--- config.mk ---
export PLATFORM = sky130hd
export DESIGN_NAME = key_pulse_gen
export DESIGN_NICKNAME = d
export VERILOG_FILES = /design/src/rtl/key_pulse_gen.sv
export SDC_FILE = /design/constraint.sdc
export NUM_CORES = 1
export LEC_CHECK = 0
export BUFFER_PORTS_ARGS = -buffer_cell sky130_fd_sc_hd__buf_2
export CAP_MARGIN = 0
export CORE_ASPECT_RATIO = 0.6
export CORE_UTILIZATION = 35
export CTS_CLUSTER_SIZE = 10
export DETAILED_ROUTE_END_ITERATION = 10
export SYNTH_ARGS = -nofsm -noshare
export SYNTH_HDL_FRONTEND = slang
export SYNTH_SLANG_ARGS = --single-unit
--- constraint.sdc ---
create_clock -name clkin -period 1.8 [get_ports clkin]
set_clock_uncertainty 0.05 [all_clocks]
set_input_delay 0.45 -clock clkin [delete_from_list [all_inputs] [get_ports clkin]]
set_output_delay 0.45 -clock clkin [all_outputs]
set_load 0.005 [all_outputs]
--- src/rtl/key_pulse_gen.sv ---
// Debounces an active-low pushbutton into single-cycle press/release pulses.
// Define KEY_PULSE_AUTOREPEAT_EN to add auto-repeat press pulses while the key is held.
module key_pulse_gen #(
    parameter int DEBOUNCE_CYCLES = 1000000,
    parameter int REPEAT_DELAY    = 25000000,
    parameter int REPEAT_PERIOD   = 5000000
) (
    input  logic clkin,
    input  logic rst_n,
    input  logic key_n,
    output logic pressed,
    output logic press_pulse,
    output logic release_pulse,
    output logic repeat_active
);

    localparam int DB_W = $clog2(DEBOUNCE_CYCLES + 1);
    localparam logic [DB_W-1:0] DB_LAST = DB_W'(DEBOUNCE_CYCLES - 1);

    generate
        if (DEBOUNCE_CYCLES < 1 || REPEAT_DELAY < 1 || REPEAT_PERIOD < 1) begin : g_bad_params
            $error("key_pulse_gen: DEBOUNCE_CYCLES, REPEAT_DELAY and REPEAT_PERIOD must be >= 1");
        end
    endgenerate

    typedef enum logic [1:0] {
        IDLE,
        PRESS_CHK,
        HELD,
        RELEASE_CHK
    } state_t;

    state_t            state_reg, state_next;
    logic              sync1_reg, ks_reg;
    logic [DB_W-1:0]   db_cnt_reg, db_cnt_next;
    logic              press_pulse_reg, press_pulse_next;
    logic              release_pulse_reg, release_pulse_next;

`ifdef KEY_PULSE_AUTOREPEAT_EN
    localparam int REP_MAX = (REPEAT_DELAY > REPEAT_PERIOD) ? REPEAT_DELAY : REPEAT_PERIOD;
    localparam int REP_W   = $clog2(REP_MAX + 1);
    localparam logic [REP_W-1:0] REP_DELAY_LAST  = REP_W'(REPEAT_DELAY - 1);
    localparam logic [REP_W-1:0] REP_PERIOD_LAST = REP_W'(REPEAT_PERIOD - 1);

    logic [REP_W-1:0]  rep_cnt_reg, rep_cnt_next;
    logic              repeat_active_reg, repeat_active_next;
`endif

    // key_n is asynchronous to clkin; both stages idle at "released".
    always_ff @(posedge clkin or negedge rst_n) begin
        if (!rst_n) begin
            sync1_reg <= 1'b1;
            ks_reg    <= 1'b1;
        end else begin
            sync1_reg <= key_n;
            ks_reg    <= sync1_reg;
        end
    end

    always_ff @(posedge clkin or negedge rst_n) begin
        if (!rst_n) begin
            state_reg         <= IDLE;
            db_cnt_reg        <= '0;
            press_pulse_reg   <= 1'b0;
            release_pulse_reg <= 1'b0;
`ifdef KEY_PULSE_AUTOREPEAT_EN
            rep_cnt_reg       <= '0;
            repeat_active_reg <= 1'b0;
`endif
        end else begin
            state_reg         <= state_next;
            db_cnt_reg        <= db_cnt_next;
            press_pulse_reg   <= press_pulse_next;
            release_pulse_reg <= release_pulse_next;
`ifdef KEY_PULSE_AUTOREPEAT_EN
            rep_cnt_reg       <= rep_cnt_next;
            repeat_active_reg <= repeat_active_next;
`endif
        end
    end

    always_comb begin
        state_next         = state_reg;
        db_cnt_next        = db_cnt_reg;
        press_pulse_next   = 1'b0;
        release_pulse_next = 1'b0;
`ifdef KEY_PULSE_AUTOREPEAT_EN
        rep_cnt_next       = rep_cnt_reg;
        repeat_active_next = repeat_active_reg;
`endif
        case (state_reg)
            IDLE: begin
                if (!ks_reg) begin
                    state_next  = PRESS_CHK;
                    db_cnt_next = '0;
                end
            end
            PRESS_CHK: begin
                if (ks_reg) begin
                    state_next = IDLE;
                end else if (db_cnt_reg == DB_LAST) begin
                    state_next       = HELD;
                    press_pulse_next = 1'b1;
`ifdef KEY_PULSE_AUTOREPEAT_EN
                    rep_cnt_next     = '0;
`endif
                end else begin
                    db_cnt_next = db_cnt_reg + DB_W'(1);
                end
            end
            HELD: begin
                if (ks_reg) begin
                    state_next  = RELEASE_CHK;
                    db_cnt_next = '0;
                end else begin
`ifdef KEY_PULSE_AUTOREPEAT_EN
                    // Long initial delay, then a shorter steady cadence.
                    if (!repeat_active_reg && rep_cnt_reg == REP_DELAY_LAST) begin
                        press_pulse_next   = 1'b1;
                        rep_cnt_next       = '0;
                        repeat_active_next = 1'b1;
                    end else if (repeat_active_reg && rep_cnt_reg == REP_PERIOD_LAST) begin
                        press_pulse_next = 1'b1;
                        rep_cnt_next     = '0;
                    end else begin
                        rep_cnt_next = rep_cnt_reg + REP_W'(1);
                    end
`endif
                end
            end
            RELEASE_CHK: begin
                // rep_cnt stays frozen here so a rejected release only delays the cadence.
                if (!ks_reg) begin
                    state_next = HELD;
                end else if (db_cnt_reg == DB_LAST) begin
                    state_next         = IDLE;
                    release_pulse_next = 1'b1;
`ifdef KEY_PULSE_AUTOREPEAT_EN
                    repeat_active_next = 1'b0;
`endif
                end else begin
                    db_cnt_next = db_cnt_reg + DB_W'(1);
                end
            end
            default: begin
                state_next = IDLE;
            end
        endcase
    end

    assign pressed       = (state_reg == HELD) || (state_reg == RELEASE_CHK);
    assign press_pulse   = press_pulse_reg;
    assign release_pulse = release_pulse_reg;
`ifdef KEY_PULSE_AUTOREPEAT_EN
    assign repeat_active = repeat_active_reg;
`else
    assign repeat_active = 1'b0;
`endif

endmodule
# Word level (Yosys, flattened, before mapping)
# Cells that the tools add are included.
[totals]
ff_bits = 26
latch_bits = 0
ramBits = 0
romBits = 0
in_bits = 3
memories = 0
[op_classes]
addsub = 1
mul = 0
div = 0
magnitude_cmp = 0
n_eq_ne = 10
n_shift = 0
muxes = 18
bitwise = 0
n_reduce_logical = 4
[ops]
columns = ["operator", "count"]
rows = [
  ["$mux W20", 5],
  ["$pmux W20 S4", 1],
  ["$add A20 B1 Y20 const B", 1],
  ["$eq A20 B20 Y1 const B", 1],
  ["$mux W2", 6],
  ["$ne A2 B2 Y1 const B", 4],
  ["$pmux W2 S4", 1],
  ["$reduce_and A4 Y1", 2],
  ["$ne A3 B3 Y1 const B", 2],
  ["$mux W1", 5],
  ["$eq A2 B2 Y1 const B", 2],
  ["$eq A2 B1 Y1 const B", 1],
  ["$logic_not A2 Y1", 1],
  ["$logic_or A1 B1 Y1", 1],
]

# Logic depth before layout (Yosys ltp)
[logic_depth]
depth_word = 4
ltp_mapped = 7
mapped_depth_nobuf = 7

# Least setup slack after synthesis
# No wires, ideal clock.
[synth_timing]
path_kind = "register to register"
startpoint = "register db_cnt_reg[0]"
endpoint = "register db_cnt_reg[13]"
setup_ns = 0.126
t_arrival_ns = 1.667
required_time_ns = 1.624
slack_ns = -0.043
stages_incl_launch_ff = 8
path_cell_list = "dfrtp_1 > ha_1 > nand3_2 > nor4_4 > a21o_1 > buf_2 > nor2_1 > a221o_1"
[synth_between]
elab_chain_cells = 4
elab_cells_between_ends = 6
classes_between = "add/sub (1); eq/ne (1); mux (4)"
[synth_lines]
columns = ["element", "line_no", "rtl"]
rows = [
  ["start, declared", "35", "logic [DB_W-1:0] db_cnt_reg, db_cnt_next;"],
  ["start signal, assigned", "72", "db_cnt_reg <= db_cnt_next;"],
  ["$add A20 B1 Y20 or $eq A20 B20 Y1 (tied branches)", "--", ""],
  ["$mux W20 *", "101, 135", ""],
  ["$mux W20, on equally long branches", "133, 99", ""],
  ["$pmux W20 S4 *", "91", "case (state_reg)"],
]
# Every way passes the cells marked *; elsewhere a longest branch is shown, timed or not. The select of a mux whose other input is x is not followed.
# A chain may end at the register's enable or synchronous reset.

# Worst setup path after layout
[layout_timing]
startpoint = "register db_cnt_reg[7]"
endpoint = "register db_cnt_reg[3]"
[layout_between]
elab_chain_cells = 4
elab_cells_between_ends = 5
classes_between = "eq/ne (1); mux (4)"
[layout_lines]
columns = ["element", "line_no"]
rows = [
  ["$eq A20 B20 Y1 *", "101, 135"],
  ["$mux W20 *", "--"],
  ["$mux W20, on equally long branches", "--"],
  ["$pmux W20 S4 *", "--"],
]
# Marks and branches as above.

==> metrics.md <==
| Metric | Value |
|---|---|
| Status | `complete, but fails checks` |
| Failing checks | `setup timing` |
| Final Hold Vio Count | `0` |
| Worst-skew pair later-pin latency | `0.28 ns` |
| Via count | `between 1000 and 1500` |
| MaxCap Viol Count | `0` |
| Non-Filler Instances | `236` |
| Remaining antenna violation count after routing | `0` |
| Port Buffers | `5` |
| Worst setup SP type | `register` |
| Tmin final | `1.89 ns` |
| Util after Layout | `51.8%` |
| Die Ht | `50.7 um` |
| Worst Path Buf+Inv | `2` |
| Largest stage delay, worst path | `0.42 ns` |
| Final setup violation count | `7` |
| Routed vias/inst | `5.42` |
| Hpwl dp | `2400 um` |
| Sequential area share after synthesis | `roughly 47%` |
| Total clock sinks | `26` |
| CP required | `1.92 ns` |
| Gpl congestion | `0.786` |
| All-Layer GR Usage | `18.1%` |
| Max FFs per register | `20` |
| Max IR drop VDD | `0.357 mV` |
| Clk buf depth | `2` |
| Cells after synthesis | `between 100 and 150` |
| Grt ovf | `0` |
| Fin crit share | `105%` |
| Relative slew slack | `60.6%` |
| Critical Path Fanout Max | `8` |
| CP Capture Type | `register` |
| Area grow syn2layout | `39.6%` |
| Critical Path Most Common Cell | `buf_6` |
| Worst-Margin Slew | `~0.6 ns` |
| Post-synthesis cell area | `1380 sq um` |
| Clk root buf | `clkbuf_8` |
| Row Count | `17` |
| Largest net degree at the start of global routing | `27` |
| Mean post-synth cell area | `9.53 sq um` |
| Die X | `a little over 80 um` |
| Slowest cell on the critical path | `dfrtp_1` |
| Core area | `3720 sq um` |
| Iter 0 DRT Violations | `46` |
| Placed Cells | `217` |
| CTS H-Tree Depth | `1` |
| Worst path cell trace | `nand3b_1 -> nor4_4 -> buf_6 -> a21oi_4 -> buf_6 -> a21o_1 -> a22o_1` |
| Synth Warn # | `0` |
| Routed WL | `3700 um` |
| Ys flop type | `dfrtp_1` |
| Io pins | `7` |
| Ratio of cells with drive above 1 in the final layout | `45.0%` |
| Antenna Diode Count | `0` |
| Initial Util | `37.1%` |
| WL per Instance | `between 15 and 20 um` |
| First-pass GRT wire length | `roughly 5800 um` |
| Die ar. | `between 4000 and 5000 sq um` |
| Leak | `between 0.8 and 0.9 nW` |
| Yosys reg bits | `26` |
| Worst Path Arrival | `2.01 ns` |
| Final Max Tran Viols | `0` |
| DRT Pass-1 Iters | `4` |
| Cell variety after synth | `43` |
| PnR worst setup slack | `-0.0851 ns` |
| Crit Path Class | `reg -> reg` |
| Num CTS Buffers | `3` |
| Max Freq | `approximately 0.53 GHz` |
| Clock transition at path regs | `about 0.090 ns` |
| Hold Path Class | `in -> async` |
| # nets final | `approximately 190` |
| Hold buffers post-CTS | `0` |
| PnR Total Power | `around 0.0011 W` |
| EDFF count, synth | `0` |
| Post-synth ARST share | `100%` |
| Family with the most delay on the worst path | `simple AND/OR/NAND/NOR gates` |
| Synth Net Count | `149` |
| Fill count | `around 330` |
| RSZ-0062 raised after global routing | `true` |
| DRC | `0` |
| TritonCTS clock tree | `built` |
| Initial antenna violation count | `0` |
| Power Density | `582 nW/um^2` |
| Vias in the first global route | `1160` |
| Fin Hold WS | `0.114 ns` |
power breakdown:
group	total, W	switching [W]	leakage, nW	internal, W
combinational	0.000125	0.0000657	0.457	0.0000597
clock	0.000387	0.000191	0.0288	0.000196
sequential	0.000609	0.0000123	0.347	0.000596
total	0.00112	0.000270	0.833	0.000852
cell usage after synthesis, types with 4 or more instances:
cell type / count / share of area [%]
a21oi_1: 7 / 2.5
nand2_1: 13 / 3.5
nand3_1: 9 / 3.3
inv_1: 7 / 1.9
o21ai_0: 6 / 2.2
dfrtp_1: 24 / 43
nor2_1: 14 / 3.8
nor3_1: 4 / 1.4
or3_1: 4 / 1.8
nand4_1: 7 / 3.2
worst register-to-register path: cells and delay by family (launching register included):
kind                   cells  cell delay [ns]
AND/OR/NAND/NOR            2             0.61
buffers and inverters      2             0.31
flip-flops                 1             0.42
AO/OA/AOI/OAI              3             0.39
final timing paths:
path	cells after the start	endpoint	slack, ns	start
hold / removal	1	db_cnt_reg[4]	0.11	rst_n
setup / recovery	7	db_cnt_reg[3]	-0.09	db_cnt_reg[7]
max in group asynchronous	1	db_cnt_reg[6]	1.16	rst_n
hold reg to reg	0	ks_reg	0.31	sync1_reg
min in group clkin	1	sync1_reg	0.21	key_n
setup reg to reg	7	db_cnt_reg[3]	-0.09	db_cnt_reg[7]
layer usage:
layer	GRT usage [%]	routed length [um]	vias to the layer above
met1	26.9	1900	629
met2	26.0	1630	26
li1	-	-	616
met3	3.95	114	9
met4	5.75	47	0
met5	0	0	-
final cells by class:
cell class	instances	area (sq um)	share of cell area [%]
repair buffers	45	344	17.8
flip-flops and latches	26	657	34.1
clock buffers	4	55.1	2.86
multi-input cells	107	787	40.8
inverters	7	26.3	1.36
well taps	47	58.8	3.05
per-stage QoR:
step | cell area, sq um | TNS (ns) | setup WS [ns]
after floorplan | 1380 | 0 | 0.0432
after global placement | 1630 | -0.264 | -0.0616
after detailed placement | 1630 | -0.601 | -0.124
after CTS | 1780 | -0.0849 | -0.0288
after global routing | 1930 | -0.961 | -0.118
final | 1930 | -0.338 | -0.0851
repair_timing:
item,CTS,global route
pin swaps,2,14
endpoints found under the setup margin,10,21
resized for setup,13,24
cloned,1,1
setup buffers,8,5
cells by family (layout without fill, tap and decap cells):
logic type               count (synthesis)  after routing  synth area share, %
AO/OA/AOI/OAI                           32             33                 15.6
flip-flops                              26             26                 47.3
other                                    1              1                0.271
adder cells (fa/ha/maj)                  1              1                0.906
AND/OR/NAND/NOR                         65             65                 27.0
buffers and inverters                   13             56                 4.35
XOR/XNOR                                 5              5                 3.17
multiplexers                             2              2                 1.45
cells in the final DEF, fill, tap and decap left out, types with 4 or more instances in the layout:
cell and count:
nor2_1 13, buf_6 5, nand2_1 11, nand4_1 7, or3_1 4, a21oi_1 4
nand3_1 7, clkbuf_8 4, buf_2 5, dfrtp_1 21, o21ai_1 5, buf_4 35
inv_1 6
Power figures use the tool's default switching activity.
